**config.mk**
```make
export PLATFORM = sky130hd
export DESIGN_NAME = alu_arbiter
export DESIGN_NICKNAME = d
export VERILOG_FILES = /design/src/rtl/alu_arbiter_pkg.sv /design/src/rtl/alu_arbiter_alu.sv /design/src/rtl/alu_arbiter.sv
export SDC_FILE = /design/constraint.sdc
export NUM_CORES = 1
export LEC_CHECK = 0
export BUFFER_PORTS_ARGS = -buffer_cell sky130_fd_sc_hd__buf_2
export CAP_MARGIN = 10
export CORE_MARGIN = 3
export CORE_UTILIZATION = 50
export CTS_BUF_LIST = sky130_fd_sc_hd__clkbuf_4
export DETAILED_ROUTE_END_ITERATION = 10
export PLACE_DENSITY = 0.78
export SYNTH_ARGS = -nofsm -noshare
export SYNTH_HDL_FRONTEND = slang
export SYNTH_HIERARCHICAL = 1
export SYNTH_SLANG_ARGS = --single-unit
```
**constraint.sdc**
```tcl
create_clock -name clk -period 8.9 [get_ports clk]
set_input_delay 2.67 -clock clk [delete_from_list [all_inputs] [get_ports clk]]
set_output_delay 2.67 -clock clk [all_outputs]
set_load 0.02 [all_outputs]
```
**src/rtl/alu_arbiter_pkg.sv**
```systemverilog
// Shared definitions for the alu arbiter slice.
// Holds alu operation encodings and arbiter port indices.
package alu_arbiter_pkg;

    localparam int OP_W = 3;

    localparam logic [OP_W-1:0] OP_ADD  = 3'd0;
    localparam logic [OP_W-1:0] OP_SUB  = 3'd1;
    localparam logic [OP_W-1:0] OP_AND  = 3'd2;
    localparam logic [OP_W-1:0] OP_OR   = 3'd3;
    localparam logic [OP_W-1:0] OP_XOR  = 3'd4;
    localparam logic [OP_W-1:0] OP_SLT  = 3'd5;
    localparam logic [OP_W-1:0] OP_SLTU = 3'd6;
    localparam logic [OP_W-1:0] OP_SLL  = 3'd7;

    localparam logic ARB_PORT0 = 1'b0;
    localparam logic ARB_PORT1 = 1'b1;

endpackage

```
**src/rtl/alu_arbiter_alu.sv**
```systemverilog
// Combinational 32-bit alu shared by the arbiter's two ports.
// Ports: a, b operands; op operation code; result output.
module alu_arbiter_alu
    import alu_arbiter_pkg::*;
(
    input  logic [31:0]     a,
    input  logic [31:0]     b,
    input  logic [OP_W-1:0] op,
    output logic [31:0]     result
);

    always_comb begin
        result = '0;
        unique case (op)
            OP_ADD:  result = a + b;
            OP_SUB:  result = a - b;
            OP_AND:  result = a & b;
            OP_OR:   result = a | b;
            OP_XOR:  result = a ^ b;
            OP_SLT:  result = {31'd0, $signed(a) < $signed(b)};
            OP_SLTU: result = {31'd0, a < b};
            OP_SLL:  result = a << b[4:0];
            default: result = '0;
        endcase
    end

endmodule

```
**src/rtl/alu_arbiter.sv**
```systemverilog
// Round-robin arbiter sharing one alu between two requesters.
// Ports: clk, rst_n; req_valid/ready/a/b/op in; rsp_valid/ready/data out; grant counters.
module alu_arbiter
    import alu_arbiter_pkg::*;
#(
    parameter int DATA_WIDTH = 32,
    parameter int OP_WIDTH   = 3,
    parameter int CNT_WIDTH  = 16
) (
    input  logic                    clk,
    input  logic                    rst_n,
    input  logic [1:0]              req_valid,
    output logic [1:0]              req_ready,
    input  logic [2*DATA_WIDTH-1:0] req_a,
    input  logic [2*DATA_WIDTH-1:0] req_b,
    input  logic [2*OP_WIDTH-1:0]   req_op,
    output logic [1:0]              rsp_valid,
    input  logic [1:0]              rsp_ready,
    output logic [DATA_WIDTH-1:0]   rsp_data,
    output logic [CNT_WIDTH-1:0]    grant_cnt0,
    output logic [CNT_WIDTH-1:0]    grant_cnt1
);

    logic                  out_valid;
    logic                  owner;
    logic                  last_grant;
    logic                  slot_free;
    logic [1:0]            grant;
    logic [1:0]            accept;
    logic                  sel;
    logic [DATA_WIDTH-1:0] alu_a;
    logic [DATA_WIDTH-1:0] alu_b;
    logic [OP_WIDTH-1:0]   alu_op;
    logic [DATA_WIDTH-1:0] alu_result;

    // A draining result frees the slot in the same cycle, giving no bubble.
    assign slot_free = !out_valid || rsp_ready[owner];

    always_comb begin
        grant = 2'b00;
        if (slot_free) begin
            unique case (req_valid)
                2'b01:   grant = 2'b01;
                2'b10:   grant = 2'b10;
                2'b11:   grant = (last_grant == ARB_PORT1) ? 2'b01 : 2'b10;
                default: grant = 2'b00;
            endcase
        end
    end

    assign req_ready = rst_n ? grant : 2'b00;
    assign accept    = req_valid & req_ready;
    assign sel       = accept[1];

    assign alu_a  = sel ? req_a[DATA_WIDTH +: DATA_WIDTH] : req_a[0 +: DATA_WIDTH];
    assign alu_b  = sel ? req_b[DATA_WIDTH +: DATA_WIDTH] : req_b[0 +: DATA_WIDTH];
    assign alu_op = sel ? req_op[OP_WIDTH +: OP_WIDTH] : req_op[0 +: OP_WIDTH];

    alu_arbiter_alu u_alu (
        .a      (alu_a),
        .b      (alu_b),
        .op     (alu_op),
        .result (alu_result)
    );

    always_ff @(posedge clk) begin
        if (!rst_n) begin
            out_valid  <= 1'b0;
            owner      <= ARB_PORT0;
            last_grant <= ARB_PORT1;
            rsp_data   <= '0;
            grant_cnt0 <= '0;
            grant_cnt1 <= '0;
        end else if (|accept) begin
            out_valid  <= 1'b1;
            owner      <= sel;
            last_grant <= sel;
            rsp_data   <= alu_result;
            if (!sel && grant_cnt0 != '1) grant_cnt0 <= grant_cnt0 + 1'b1;
            if (sel && grant_cnt1 != '1) grant_cnt1 <= grant_cnt1 + 1'b1;
        end else if (out_valid && rsp_ready[owner]) begin
            out_valid <= 1'b0;
        end
    end

    assign rsp_valid = !out_valid ? 2'b00 : (owner ? 2'b10 : 2'b01);

endmodule

```
Word level (Yosys, flattened, before mapping)
Cells that the tools add are included.
{"block": "word_totals", "reg_bits": 67, "in_bits": 140, "output_inout_bits": 68, "wordCells": 55}
{"block": "classes", "n_addsub": 4, "magnitude_cmp": 3, "n_eq_ne": 12, "n_shift": 1, "muxes": 14, "bitwise": 4, "reduce_logical": 11}
{"op": "32-bit one-hot mux with 8 select lines", "n": 1}
{"op": "32-bit less-than comparator", "n": 2}
{"op": "32-bit two-way mux", "n": 2}
{"op": "16-bit by 1-bit adder with 16-bit output (second input constant)", "n": 2}
{"op": "32-bit adder", "n": 1}
{"op": "32-bit AND", "n": 1}
{"op": "16-bit inequality test (second input constant)", "n": 2}
{"op": "32-bit OR", "n": 1}
{"op": "32-bit by 5-bit << shifter with 32-bit output", "n": 1}
{"op": "32-bit subtractor", "n": 1}
{"op": "32-bit XOR", "n": 1}
{"op": "3-bit equality test (second input constant)", "n": 4}
{"op": "2-bit two-way mux", "n": 5}
{"op": "3-bit by 2-bit equality test with 1-bit output (second input constant)", "n": 2}
{"op": "2-bit one-hot mux with 3 select lines", "n": 1}
{"op": "2-bit equality test (second input constant)", "n": 2}
{"op": "1-bit two-way mux", "n": 4}
{"op": "2-bit AND reduction", "n": 2}
{"op": "3-bit by 1-bit equality test with 1-bit output (second input constant)", "n": 1}
{"op": "1-bit logical AND", "n": 3}
{"op": "3-bit logical NOT", "n": 1}
{"op": "3-bit two-way mux", "n": 1}
{"op": "2-bit AND", "n": 1}
{"op": "2-bit by 1-bit equality test with 1-bit output (second input constant)", "n": 1}
{"op": "other kinds (5)", "n": 6}

Depth between registers and ports, before layout
{"block": "logic_depth", "word_depth": 9, "depth_mapped": 24, "ltp_nobuf": 20}

Cells and area by module
The synthesis kept the hierarchy.
{"module": "alu_arbiter_alu", "n_inst": 1, "cells_each": 1026, "area_per_inst_um2": 6804.0, "seq_area_each_um2": 0.0}
{"module": "alu_arbiter", "n_inst": 1, "cells_each": 557, "area_per_inst_um2": 3664.8, "seq_area_each_um2": 1341.3}

Worst setup path after synthesis
OpenSTA, ideal clock, no wires.
{"block": "synth_timing", "path_kind": "input to register", "startpoint": "in rsp_ready[1]", "endpoint": "reg rsp_data[27]", "setup_ns": 0.132, "t_arrival_ns": 7.116, "required_time_ns": 8.768, "setup_slack_ns": 1.652, "path_stages": 24, "n_path_buf": 6, "cell_sequence": "mux2i_2 a221o_2 buf_2 buf_1 nand2_1 nand2_1 buf_2 clkinv_1 buf_2 buf_2 buf_2 ha_1 o21bai_1 o2111ai_2 a31oi_4 a2111oi_4 o311a_1 nor2_2 a311oi_1 a311oi_1 xor2_1 o21ai_1 nand2_1 a21oi_1"}
{"block": "synth_via", "elab_chain_len": 9, "elab_cells_between_ends": 25, "cone_classes": "2 x add/sub; 7 x eq/ne; 1 x shift; 8 x mux; 4 x bitwise; 3 x reduce/logical"}
{"element": "start: declaration", "line": "alu_arbiter.sv:18", "source": "input logic [1:0] rsp_ready,"}
{"element": "1-bit two-way mux (implied by the code) * (2 in series)", "line": "alu_arbiter.sv:37", "source": "assign slot_free = !out_valid || rsp_ready[owner];"}
{"element": "1-bit logical OR *", "line": "alu_arbiter.sv:37"}
{"element": "2-bit two-way mux *", "line": "alu_arbiter.sv:41", "source": "if (slot_free) begin"}
{"element": "2-bit two-way mux *", "line": "alu_arbiter.sv:51", "source": "assign req_ready = rst_n ? grant : 2'b00;"}
{"element": "2-bit AND *", "line": "alu_arbiter.sv:52", "source": "assign accept = req_valid & req_ready;"}
{"element": "32-bit two-way mux *", "line": "alu_arbiter.sv:56", "source": "assign alu_b = sel ? req_b[DATA_WIDTH +: DATA_WIDTH] : req_b[0 +: DATA_WIDTH];"}
{"element": "named net alu_b[1]", "line": "alu_arbiter.sv:32", "source": "logic [DATA_WIDTH-1:0] alu_b;"}
{"element": "32-bit subtractor (tied with other cells)", "line": "alu_arbiter_alu.sv:16", "source": "OP_SUB: result = a - b;"}
{"element": "32-bit one-hot mux with 8 select lines *", "line": "alu_arbiter_alu.sv:14", "source": "unique case (op)"}
{"element": "named net alu_result[27]", "line": "alu_arbiter.sv:34", "source": "logic [DATA_WIDTH-1:0] alu_result;"}
{"element": "end signal: assignment", "line": "alu_arbiter.sv:78", "source": "rsp_data <= alu_result;"}
{"element": "end: declaration", "line": "alu_arbiter.sv:19", "source": "output logic [DATA_WIDTH-1:0] rsp_data,"}
The timed path passes the listed nets; every way through them passes the cells marked *. The select of a mux whose other input is x is not followed.
A chain may end at the register's enable or synchronous reset.

Worst setup path after layout
{"block": "layout_timing", "startpoint": "in rst_n", "endpoint": "reg rsp_data[28]"}
{"block": "layout_via", "elab_chain_len": 5, "elab_cells_between_ends": 21, "cone_classes": "2 x add/sub; 7 x eq/ne; 1 x shift; 5 x mux; 4 x bitwise; 2 x reduce/logical"}
{"element": "start: declaration", "line": "alu_arbiter.sv:11", "source": "input logic rst_n,"}
{"element": "2-bit two-way mux *", "line": "alu_arbiter.sv:51"}
{"element": "2-bit AND *", "line": "alu_arbiter.sv:52"}
{"element": "32-bit two-way mux *", "line": "alu_arbiter.sv:55", "source": "assign alu_a = sel ? req_a[DATA_WIDTH +: DATA_WIDTH] : req_a[0 +: DATA_WIDTH];"}
{"element": "named net alu_a[5]", "line": "alu_arbiter.sv:31", "source": "logic [DATA_WIDTH-1:0] alu_a;"}
{"element": "32-bit subtractor (tied with other cells)", "line": "alu_arbiter_alu.sv:16"}
{"element": "32-bit one-hot mux with 8 select lines *", "line": "alu_arbiter_alu.sv:14"}
{"element": "named net alu_result[28]", "line": "alu_arbiter.sv:34"}
The timed path passes the listed nets; every way through them passes the cells marked *.

==> results_dict.tcl <==
set metrics [dict create \
    ys_seq_area_share_pct 12.81 \
    layout_min_cycle_time_ns 7.211 \
    synth_area_leaders "nand2_1 (14%), dfxtp_1 (13%), ha_1 (12%), a21oi_1 (8.1%), nor2_1 (4.3%)" \
    layout-drive-gt1-share_pct 17.78 \
    layout_common_cells "nand2_1 (393), buf_2 (207), a21oi_1 (169), nor2_1 (121), inv_1 (112)" \
    startpoint_type "input pin" \
    crit_required_ns 9.28 \
    drt-pass1-iter-count 6 \
    power_leakage_nw 5.591 \
    wl_per_cell_um 19.83 \
    cts_resized 0 \
    fp.coreArea_um2 20430 \
    switching_power_mw 0.7442 \
    wirelength_um 39610 \
    nets 1963 \
    tightest_slew_ns 1.021 \
    ys_types 98 \
    postSynthCellCount 1583 \
    worstSetupPathType "in -> reg" \
    avgSynthCellArea_um2 6.613 \
    max_freq_mhz 138.7 \
    cts_root_buf "clkbuf_4" \
    path_max_fanout 35 \
    cp-end-kind "flop" \
    start_util_pct 51.24 \
    netlist_area_um2 10470 \
    die_w_um 150.7 \
    postSynth.asyncResetShare_pct 0 \
    setup_violations 0 \
    combPwrFrac_pct 63.2 \
    grt_pass1_vias 11160 \
    clk_path_buf_depth 2 \
    cts_hold_buf 0 \
    cts_num_sinks 67 \
    gp_congestion 1.048 \
    ir_worst_vdd_mv 0.07361 \
    routed_via_density 6.185 \
    cts_tree "yes" \
    synth_top_area_share_pct 14.16 \
    min_period_over_period_pct 81.02 \
    clock_latency_ns 0.43 \
    ant_nets 0 \
    ys_ff_latch 67 \
    antenna_found_initial 0 \
    ios 208 \
    reg2reg_slack_ns 3.68 \
    synth_ff_type "dfxtp_1" \
    placed_cells 1981 \
    grt_max_degree 56 \
    portBuffers 207 \
    dieArea_um2 22710 \
    hold_violations 0 \
    intPower_mw 0.7315 \
    whs_ns 0.4612 \
    power_mw 1.476 \
    diodes 0 \
    cts_made_buffers 9 \
    ys_warn_count 6 \
    slew_viol_final 0 \
    maxCapViolCount 0 \
    synth_top_area_cell "nand2_1" \
    p_clk_share_pct 14.6 \
    finalClockSkew_ns 0.01683 \
    n_fill_cell 2085 \
    cts_setup_buffers 0 \
    grt_overflow_total 0 \
    maxSlewHeadroom_pct 30.21 \
    power_density_nw_per_um2 125.7 \
    rows 52 \
    die_h_um 150.7 \
    grt_pass1_wl_um 60800 \
    grt_setup_unrepaired "false" \
    pwr-share-seq_pct 22.2 \
    htree_levels 3 \
    drtIter0Drc 1530 \
    hold_path_class "reg -> reg" \
    syn2layout_area_growth_pct 12.14 \
    fin_tns_setup_ns 0 \
    clk_pin_slew_worst_paths_ns 0.14 \
    via_count 12350 \
    dp_hpwl_um 30620 \
    instances_no_fill 1997 \
    sw_frac_of_total_pct 50.43 \
    synth_edf_count 0 \
    final_core_util_pct 57.47 \
    final_common_cell "nand2_1" \
    synthesis.nets 1824 \
    grt_util_all_layers_pct 33.70 \
    drc 0 \
    crit_arrival_ns 7.59 \
    status "complete, no violations" \
]
-- worst paths after layout --
path	to	start	depth (start not counted)
max	rsp_data[28]	rst_n	21
min	rsp_data[9]	rsp_data[9]	2
max reg2reg	rsp_data[28]	owner	19
min reg2reg	rsp_data[9]	rsp_data[9]	2
-- cells by family (layout without fill, tap and decap cells) --
family          Yosys count  count (layout)  share of synthesized area, %
flops                    67              67                         12.81
xor+xnor                 35              35                         2.928
compound gates          437             437                         28.53
buf+inv                 217             361                         8.187
mux                      58              58                         7.769
simple gates            668             668                         27.56
fa+ha+maj               101             101                         12.21
-- sequential cells by signal, indices dropped and copies added, names as in the netlist --
name and flops:
out_valid 1, rsp_data 32, owner 1, last_grant 1, grant_cnt0 16, grant_cnt1 16
-- synthesized netlist by cell type (26+ instances only) --
master      n
a21oi_1   170
clkbuf_1   59
dfxtp_1    67
ha_1       99
inv_1     112
mux2i_1    36
nand2_1   395
nand3_1    30
nor2_1    121
o21ai_0    64
xnor2_1    26
-- routing by layer --
metal / wire, um / part of all wire (%) / global-route usage [%] / up-vias
li1: - / - / - / 5826
met1: 16260 / 41 / 45.67 / 5696
met2: 17590 / 44 / 53.11 / 690
met3: 3601 / 9.1 / 4.786 / 139
met4: 2157 / 5.4 / 15.23 / 0
met5: 0 / 0 / 0 / -
-- critical path, cell delays in order --
cell and delay [ns]:
buf_2 0.40, nand2_1 0.10, a221o_2 0.34, inv_2 0.09
buf_4 0.34, nand2_1 0.10, nand2_1 0.24, inv_1 0.08
ha_1 0.46, o211ai_1 0.16, a21oi_1 0.10, o41ai_2 0.51
o2111ai_1 0.30, a311oi_1 0.45, o21bai_1 0.21, o311ai_0 0.33
o21ai_1 0.14, xnor2_1 0.14, o21ai_0 0.15, nand2_1 0.09
a21oi_1 0.15
-- area by class of cell --
type	count	area, um^2	area share (%)
multi-input cells	1299	8287	70.59
flip-flops and latches	67	1341	11.42
repair buffers	228	1194	10.17
inverters	117	439.2	3.741
well taps	270	337.8	2.878
clock buffers	10	75.07	0.6395
clock inverters	6	66.31	0.5649
-- power groups by stage --
stage / Combinational [mW] / Clock (mW) / Sequential [mW]
after floorplan: 0.628 / 0 / 0.351
after global placement: 0.900 / 0 / 0.334
after detailed placement: 0.904 / 0 / 0.334
after CTS: 0.909 / 0.216 / 0.327
after global routing: 1.01 / 0.232 / 0.330
final: 0.933 / 0.215 / 0.327
-- metrics by stage --
stage	area (um^2)	setup WS, ns
after detailed placement	11600	1.442
after floorplan	10470	1.652
after CTS	11740	1.851
after global placement	11600	1.495
after global routing	11740	1.364
final	11740	1.689
(Power assumes the default switching activity.)
